<file path="src/rtl/register_write_arbiter.sv">
// Round-robin write arbiter in front of one shared enable-controlled register.
// A winner may lock ownership for a bounded burst. The lock ends on the beat
// limit, when the owner drops lock_i, or after an owner idle timeout.
module register_write_arbiter #(
  parameter int nb_bits      = 32,
  parameter int nb_req       = 4,
  parameter int max_burst    = 4,
  parameter int idle_timeout = 8
) (
  input  logic                        clock_i,
  input  logic                        reset_i,
  input  logic [nb_req-1:0]           req_i,
  input  logic [nb_req-1:0]           lock_i,
  input  logic [nb_req*nb_bits-1:0]   data_i,
  output logic [nb_req-1:0]           gnt_o,
  output logic                        reg_enable_o,
  output logic [nb_bits-1:0]          reg_data_o,
  output logic                        locked_o,
  output logic [$clog2(nb_req)-1:0]   owner_o
);

  localparam int ptr_w  = $clog2(nb_req);
  localparam int beat_w = $clog2(max_burst + 1);
  localparam int idle_w = $clog2(idle_timeout + 1);

  typedef enum logic [0:0] {
    ST_IDLE   = 1'b0,
    ST_LOCKED = 1'b1
  } state_t;

  state_t             state_r, state_nxt_s;
  logic [ptr_w-1:0]   ptr_r, ptr_nxt_s;
  logic [beat_w-1:0]  beat_r, beat_nxt_s, beat_inc_s;
  logic [idle_w-1:0]  idle_r, idle_nxt_s, idle_inc_s;
  logic [ptr_w-1:0]   owner_nxt_s;

  logic               hi_found_s, lo_found_s;
  logic [ptr_w-1:0]   hi_idx_s, lo_idx_s, winner_s;
  logic               xfer_s;
  logic [ptr_w-1:0]   xfer_idx_s;
  logic [nb_req-1:0]  gnt_s;
  logic [nb_bits-1:0] data_sel_s;

  // Index following k, wrapping from the last requester back to 0.
  function automatic logic [ptr_w-1:0] next_index(input logic [ptr_w-1:0] k);
    if (k == ptr_w'(nb_req - 1)) begin
      next_index = {ptr_w{1'b0}};
    end else begin
      next_index = k + ptr_w'(1);
    end
  endfunction

  // Round-robin scan: lowest requester at/above the pointer, else lowest overall.
  always_comb begin
    hi_found_s = 1'b0;
    lo_found_s = 1'b0;
    hi_idx_s   = {ptr_w{1'b0}};
    lo_idx_s   = {ptr_w{1'b0}};
    for (int i = nb_req - 1; i >= 0; i--) begin
      if (req_i[i]) begin
        lo_found_s = 1'b1;
        lo_idx_s   = ptr_w'(i);
        if (ptr_w'(i) >= ptr_r) begin
          hi_found_s = 1'b1;
          hi_idx_s   = ptr_w'(i);
        end else begin
          hi_found_s = hi_found_s;
        end
      end else begin
        lo_found_s = lo_found_s;
      end
    end
    winner_s = hi_found_s ? hi_idx_s : lo_idx_s;
  end

  // Grant generation: arbitration in IDLE, owner-only in LOCKED, none in reset.
  always_comb begin
    gnt_s      = {nb_req{1'b0}};
    xfer_s     = 1'b0;
    xfer_idx_s = owner_o;
    if (reset_i) begin
      xfer_s = 1'b0;
    end else begin
      case (state_r)
        ST_IDLE: begin
          if (lo_found_s) begin
            gnt_s[winner_s] = 1'b1;
            xfer_s          = 1'b1;
            xfer_idx_s      = winner_s;
          end else begin
            xfer_s = 1'b0;
          end
        end
        ST_LOCKED: begin
          gnt_s[owner_o] = req_i[owner_o];
          xfer_s         = req_i[owner_o];
          xfer_idx_s     = owner_o;
        end
        default: begin
          xfer_s = 1'b0;
        end
      endcase
    end
  end

  assign gnt_o = gnt_s;

  // Select the granted requester's word.
  always_comb begin
    data_sel_s = {nb_bits{1'b0}};
    for (int k = 0; k < nb_req; k++) begin
      if (xfer_idx_s == ptr_w'(k)) begin
        data_sel_s = data_i[k*nb_bits +: nb_bits];
      end else begin
        data_sel_s = data_sel_s;
      end
    end
  end

  // Lock bookkeeping: burst entry, beat limit, lock drop and idle timeout.
  always_comb begin
    state_nxt_s = state_r;
    ptr_nxt_s   = ptr_r;
    beat_nxt_s  = beat_r;
    idle_nxt_s  = idle_r;
    owner_nxt_s = owner_o;
    beat_inc_s  = beat_r + beat_w'(1);
    idle_inc_s  = idle_r + idle_w'(1);
    case (state_r)
      ST_IDLE: begin
        if (xfer_s) begin
          owner_nxt_s = xfer_idx_s;
          if (lock_i[xfer_idx_s] && (max_burst > 1)) begin
            state_nxt_s = ST_LOCKED;
            beat_nxt_s  = beat_w'(1);
            idle_nxt_s  = {idle_w{1'b0}};
          end else begin
            ptr_nxt_s = next_index(xfer_idx_s);
          end
        end else begin
          state_nxt_s = ST_IDLE;
        end
      end
      ST_LOCKED: begin
        if (xfer_s) begin
          beat_nxt_s = beat_inc_s;
          idle_nxt_s = {idle_w{1'b0}};
          if (!lock_i[owner_o] || (beat_inc_s == beat_w'(max_burst))) begin
            state_nxt_s = ST_IDLE;
            ptr_nxt_s   = next_index(owner_o);
            beat_nxt_s  = {beat_w{1'b0}};
          end else begin
            state_nxt_s = ST_LOCKED;
          end
        end else begin
          idle_nxt_s = idle_inc_s;
          if (idle_inc_s == idle_w'(idle_timeout)) begin
            state_nxt_s = ST_IDLE;
            ptr_nxt_s   = next_index(owner_o);
            beat_nxt_s  = {beat_w{1'b0}};
            idle_nxt_s  = {idle_w{1'b0}};
          end else begin
            state_nxt_s = ST_LOCKED;
          end
        end
      end
      default: begin
        state_nxt_s = ST_IDLE;
      end
    endcase
  end

  // State and registered register-side outputs.
  always_ff @(posedge clock_i) begin
    if (reset_i) begin
      state_r      <= ST_IDLE;
      ptr_r        <= {ptr_w{1'b0}};
      beat_r       <= {beat_w{1'b0}};
      idle_r       <= {idle_w{1'b0}};
      reg_enable_o <= 1'b0;
      reg_data_o   <= {nb_bits{1'b0}};
      locked_o     <= 1'b0;
      owner_o      <= {ptr_w{1'b0}};
    end else begin
      state_r      <= state_nxt_s;
      ptr_r        <= ptr_nxt_s;
      beat_r       <= beat_nxt_s;
      idle_r       <= idle_nxt_s;
      reg_enable_o <= xfer_s;
      if (xfer_s) begin
        reg_data_o <= data_sel_s;
      end
      locked_o     <= (state_nxt_s == ST_LOCKED);
      owner_o      <= owner_nxt_s;
    end
  end

endmodule

</file>
<file path="config.mk">
export PLATFORM = sky130hd
export DESIGN_NAME = register_write_arbiter
export DESIGN_NICKNAME = d
export VERILOG_FILES = /design/src/rtl/register_write_arbiter.sv
export SDC_FILE = /design/constraint.sdc
export NUM_CORES = 1
export LEC_CHECK = 0
export BUFFER_PORTS_ARGS = -buffer_cell sky130_fd_sc_hd__buf_4
export CORE_ASPECT_RATIO = 1.5
export CORE_MARGIN = 1
export CORE_UTILIZATION = 41
export DETAILED_ROUTE_END_ITERATION = 8
export GPL_TIMING_DRIVEN = 0
export PLACE_DENSITY = 0.77
export SETUP_SLACK_MARGIN = 0.02
export SYNTH_ARGS = -nofsm -noshare
export SYNTH_HDL_FRONTEND = slang
export SYNTH_SLANG_ARGS = --single-unit
</file>
<file path="constraint.sdc">
create_clock -name clock_i -period 2.9 [get_ports clock_i]
set_input_delay 0.29 -clock clock_i [delete_from_list [all_inputs] [get_ports clock_i]]
set_output_delay 0.29 -clock clock_i [all_outputs]
set_load 0.02 [all_outputs]
</file>
==> metrics.txt, run 1 <==
clock sinks=45; status=complete, no violations; EDFF count, synth=0; vias per cell=5.72; crit-path leading delay family=compound AO/OA/AOI/OAI gates; initial antenna violation count=0; CTS Buf Count=5; Multi-input gate area=2350 sq um; die area=8320 sq um; final RePlAce weighted congestion=0.878; CP startpoint kind=flop; Placed Instances=682; Worst-Margin Slew=604 ps; Synth top area share=0.276; final number of hold-violating endpoints=0; average size of a mapped cell=8.07 sq um; Critical Path Most Common Cell=nor3_1; row count=39; IO Pins=178; worst path cell trace=mux2_4 > a211o_4 > nor3_4 > nor2_4 > ha_1 > buf_2 > a221oi_2 > nor3_1 > a211oi_1 > nor3_1; Via Count=3944; reg2reg path depth=10; Static Leak=2.18 nW; largest net degree at the start of global routing=13; maximum VDD drop=0.422 mV; slowest cell on the critical path=dfxtp_4; Final Critical Period=2790 ps; 1st-pass router iterations=4; Hold Crit Depth=3; ANT nets after route=0; worst setup margin=115 ps; vias in the first global route=3915; Total GRT Usage=0.291; Die H=111 microns; hpwl dp=9440 microns; area grow syn2layout=56.0%; Final nets=738; final setup fails=0; CP Capture Type=flop; share of cells above drive strength 1=0.442; CP Depth=10; pwr/cell area=540 nW/um^2; Storage cell area=905 sq um; Max Slew Vio Count=0; CTS max path bufs=2; Syn Std Cell Area=3260 sq um; fmax=0.359 GHz; cell count after synthesis=404; post-cts hold buffer count=0; Worst-path clk slew=60 ps; final instance count without filler cells=690; worst path required time=3050 ps; Residual DRC=0; PortBufs=176; core area=7660 sq um; most frequent cells in the layout=buf_4, nor3_1, dfxtp_1; unrepaired setup endpoints after global routing=yes; grt ovf=0; Clock Tree Root=clkbuf_16; Arrival @ worst endpoint=2940 ps; initial core utilization=0.426; fin crit share=0.960; crit path max fanout=10; YS warnings=0; fraction of registers with async set/reset=0; Reg2Reg Setup Slack=110 ps; diode count=0; 1st-iter DRT viols=191; top cell type by total area after synthesis=dfxtp_1; Chip Width=74.8 microns; commonest non-fill, non-tap cell in the layout=buf_4; final WL=12000 microns; Post-synth top flop=dfxtp_1; relative slew slack=0.597; Distinct cells, synth=57; sequential share of the synthesized area=0.276; Synth Net Count=554; max cap viols=0; Clock Latency Late Sink=290 ps; Max H-tree Level=2; clk_skew=7.16 ps; post-place setup slack=-496 ps; FF+latch count, synth=45; Routed wire per std cell=17.4 microns; Fill cells=693; Worst path max stage delay=380 ps; Hold WC Path Type=input pin to flop; CTS tree=done; CP Class=flop to flop; Synth area leaders=dfxtp_1, nor3_1, a221oi_1, a211oi_1, nor2b_1; CP bufs+invs=1; global-route wire length before repair=18600 microns
## sequential cells by signal, summed over array words and instances (netlist names)
signal,cells
beat_r,3
idle_r,4
owner_o,2
ptr_r,2
reg_data_o,32
reg_enable_o,1
state_r,1
## metrics by stage
stage | setup TNS [ps] | utilization | total power, mW | instance area (sq um) | hold WS [ps]
6_report | 0 | 0.664 | 2.75 | 5090 | 290
2_1_floorplan | 0 | - | 1.56 | 3270 | 457
3_3_place_gp | -13130 | 0.616 | 2.02 | 4720 | 473
5_1_grt | -134 | 0.664 | 2.90 | 5090 | 300
4_1_cts | 0 | 0.640 | 2.64 | 4910 | 286
3_5_place_dp | -14070 | 0.616 | 2.04 | 4720 | 475
## path summary, 6_finish.rpt
path | end | startpoint
min | reg_data_o[0] | data_i[96]
min reg2reg | beat_r[1] | beat_r[1]
max reg2reg | reg_data_o[7] | ptr_r[1]
max | reg_data_o[7] | ptr_r[1]
## worst register-to-register path, stage by stage, from the launching register on
cell and delay [ps]:
dfxtp_4 380, mux2_4 330, a211o_4 370, nor3_4 290, nor2_4 80, ha_1 320, buf_2 250, a221oi_2 220
nor3_1 90, a211oi_1 260, nor3_1 70
## routing by layer
layer | wire (microns) | up-vias | global-route usage | part of all wire
met4 | 490 | 0 | 0.140 | 0.041
met2 | 6350 | 167 | 0.511 | 0.53
met3 | 782 | 38 | 0.0800 | 0.065
li1 | - | 1902 | - | -
met5 | 0 | - | 0 | 0
met1 | 4410 | 1837 | 0.306 | 0.37
## synth_stat cells, drive strengths merged (3+ instances only)
master,instances
nand2,14
a41oi,4
a31oi,3
nor3,65
nand3,4
or2,3
o21ai,8
a221oi,32
a21oi,9
nor2b,36
o311ai,3
and3,4
nand3b,3
a211oi,33
a31o,3
buf,9
clkbuf,26
nor2,44
inv,9
ha,12
a22o,4
dfxtp,45
## layout make-up
cell class | instances | area share
Buffer | 32 | 0.0339
Clock buffer | 7 | 0.0280
Inverter | 9 | 0.00664
Multi-Input combinational cell | 315 | 0.463
Sequential cell | 45 | 0.178
Tap cell | 102 | 0.0251
Timing Repair Buffer | 180 | 0.266
## kinds of logic (layout without fill, tap and decap cells)
logic type | Yosys count | in the layout | synth area share
and+or+nand+nor | 187 | 187 | 0.311
buffers and inverters | 44 | 228 | 0.0556
DFF | 45 | 45 | 0.276
AOI/OAI and AO/OA | 111 | 111 | 0.287
muxes | 4 | 4 | 0.0215
adders and majority gates | 12 | 12 | 0.0460
xor gates and xnor gates | 1 | 1 | 0.00269
## power breakdown
group          internal [mW]  switching, mW
registers              0.716         0.0683
logic                  0.639          0.748
clock network          0.339          0.234
total                   1.69           1.05
## what timing repair did
| item | CTS | global route |
|---|---|---|
| buffers inserted | 0 | 4 |
| pin swaps | 0 | 8 |
| endpoints found under the setup margin | 32 | 32 |
| gates resized for setup | 22 | 46 |
Note: power is estimated with default switching activity, not from simulation.
==> run 2, diff against run 1 <==
--- a/config.mk
+++ b/config.mk
@@ -14,4 +14,5 @@
 export PLACE_DENSITY = 0.77
 export SETUP_SLACK_MARGIN = 0.02
+export SLEW_MARGIN = 20
 export SYNTH_ARGS = -nofsm -noshare
 export SYNTH_HDL_FRONTEND = slang
==> constraint.sdc (replaced) <==
create_clock -name clock_i -period 2.9 [get_ports clock_i]
set_input_delay 0.29 -clock clock_i [delete_from_list [all_inputs] [get_ports clock_i]]
set_output_delay 0.29 -clock clock_i [all_outputs]
set_load 0.005 [all_outputs]
==> metrics.txt, run 2 (synthesis results as in run 1) <==
CP startpoint kind=flop; die area=8320 sq um (unchanged); Hold WC Path Type=input pin to flop; crit-path leading delay family=compound AO/OA/AOI/OAI gates; placed cell area=4710 sq um (-0.11%); PortBufs=176 (unchanged); Clock Tree Root=clkbuf_16; share of cells above drive strength 1=0.447 (+0.00528); CP Class=flop to flop; GR Util met3=0.0691 (-0.0109); clock sinks=45 (unchanged); Placed Instances=682 (unchanged); 1st-pass router iterations=5 (+1); global-route wire length before repair=18800 microns (+1.2%); final number of hold-violating endpoints=0 (unchanged); final RePlAce weighted congestion=0.858 (-2.3%); final WL=12200 microns (+1.4%); status=complete, no violations; max reg flops=32 (unchanged); Clock Latency Late Sink=290 ps (about the same); row count=39 (unchanged); unrepaired setup endpoints after global routing=no; initial antenna violation count=0 (unchanged); Max H-tree Level=2 (unchanged); CP Capture Type=flop; sequential share of power=0.286 (about the same); maximum VDD drop=0.377 mV (-11%); Final nets=739 (+0.14%); Final Critical Period=2740 ps (-43.0 ps); worst path required time=3050 ps (about the same); initial core utilization=0.426 (unchanged); Clk pwr share=0.245 (+0.036); sw power=0.964 mW (-8.2%); CTS tree=done; hpwl dp=9590 microns (+1.5%); ANT nets after route=0 (unchanged); combinational fraction of design power=0.468 (-0.037); IO Pins=178 (unchanged); worst path cell trace=mux2_4 > a211o_4 > nor3_4 > nor2_4 > ha_1 > nor2b_4 > buf_6 > a221oi_2 > nor3_1 > a211oi_1 > nor3_1; core area=7660 sq um (unchanged); Die H=111 microns (unchanged); Static Leak=2.20 nW (+1.0%); Worst path max stage delay=380 ps (about the same); largest net degree at the start of global routing=15 (+2); post-cts hold buffer count=0 (unchanged); final setup fails=0 (unchanged); Switching Fraction=0.350 (-0.0323); final setup TNS=0 ps (unchanged); Worst-path clk slew=60 ps (about the same); Via Count=3990 (+1.2%); 1st-iter DRT viols=239 (+25%); CP bufs+invs=1 (unchanged); diode count=0 (unchanged); grt ovf=0 (unchanged); crit path max fanout=10 (unchanged); CTS max path bufs=2 (unchanged); Residual DRC=0 (unchanged); Pint=1.79 mW (+5.5%); fmax=0.365 GHz (+1.6%); commonest non-fill, non-tap cell in the layout=buf_4; Total GRT Usage=0.294 (+0.00347); gr busiest metal=met2; max cap viols=0 (unchanged); clk_skew=3.63 ps (-3.53 ps); GR Layer Usage met2=0.538 (+0.0276); Worst-Margin Slew=593 ps (-11.5 ps); vias per cell=5.77 (+0.87%); routing usage on met1=0.305 (-0.000565); final instance count without filler cells=692 (+0.29%); relative slew slack=0.605 (+0.00770); Largest Register=reg_data_o; most frequent cells in the layout=buf_4, nor3_1, dfxtp_1; Routed wire per std cell=17.6 microns (+1.1%); top flop regs=reg_data_o (32), idle_r (4), beat_r (3); final instance area=5130 sq um (+0.76%); Power Total=2.75 mW (+0.25%); slowest cell on the critical path=dfxtp_4; pwr/cell area=537 nW/um^2 (-0.51%); fin crit share=0.946 (-0.0148); CTS Buf Count=5 (unchanged); Critical Path Most Common Cell=nor3_1; Chip Width=74.8 microns (unchanged); vias in the first global route=3941 (+0.66%); area grow syn2layout=57.2%; Max Slew Vio Count=0 (unchanged); Arrival @ worst endpoint=2890 ps (-50 ps)
[run 2: through the flow]
stage | utilization | worst slack, ps | hold slack (ps)
6_report | 0.669 | 158 | 294
5_1_grt | 0.669 | 8.89 | 310
4_1_cts | 0.648 | 22.2 | 299
3_5_place_dp | 0.615 | -585 | 492
3_3_place_gp | 0.615 | -481 | 471
2_1_floorplan | - | 41.2 | 457
[run 2: metal layers]
layer / share of wire / wire [microns]
met1: 0.36 / 4350
met2: 0.54 / 6610
met3: 0.070 / 850
met4: 0.033 / 401
met5: 0 / 0
[run 2: layout make-up]
type                    count  area, sq um
fillers                   673         2530
multi-input cells         315         2350
repair buffers            181         1360
flip-flops and latches     45          905
plain buffers              32          176
clock buffers               6          139
well taps                 102          128
clock inverters             2         37.5
inverters                   9         33.8
[run 2: tightest hold or removal path, stage by stage]
cell and delay, ps:
buf_4 80, a211oi_1 50, nor3_1 110
[run 2: repair_timing]
item,in CTS,in global routing
setup endpoints to repair,32,32
setup buffers,0,5
cloned,0,0
hold endpoints to repair,0,0
pin swaps,0,7
resized for setup,29,37
[run 2: power by group through the flow]
stage	logic [mW]	registers [mW]	clock network, mW
global route	1.40	0.796	0.702
finish	1.29	0.787	0.675
floorplan	0.669	0.790	0
global placement	1.12	0.792	0
detailed placement	1.14	0.798	0
CTS	1.19	0.786	0.675
[run 2: path summary, 6_finish.rpt]
path                        from        endpoint  slack, ps  depth (start not counted)
hold / removal       data_i[104]   reg_data_o[8]        290                          3
hold reg to reg   reg_data_o[18]  reg_data_o[18]        500                          2
setup reg to reg        ptr_r[1]  reg_data_o[27]        160                         11
setup / recovery        ptr_r[1]  reg_data_o[27]        160                         11
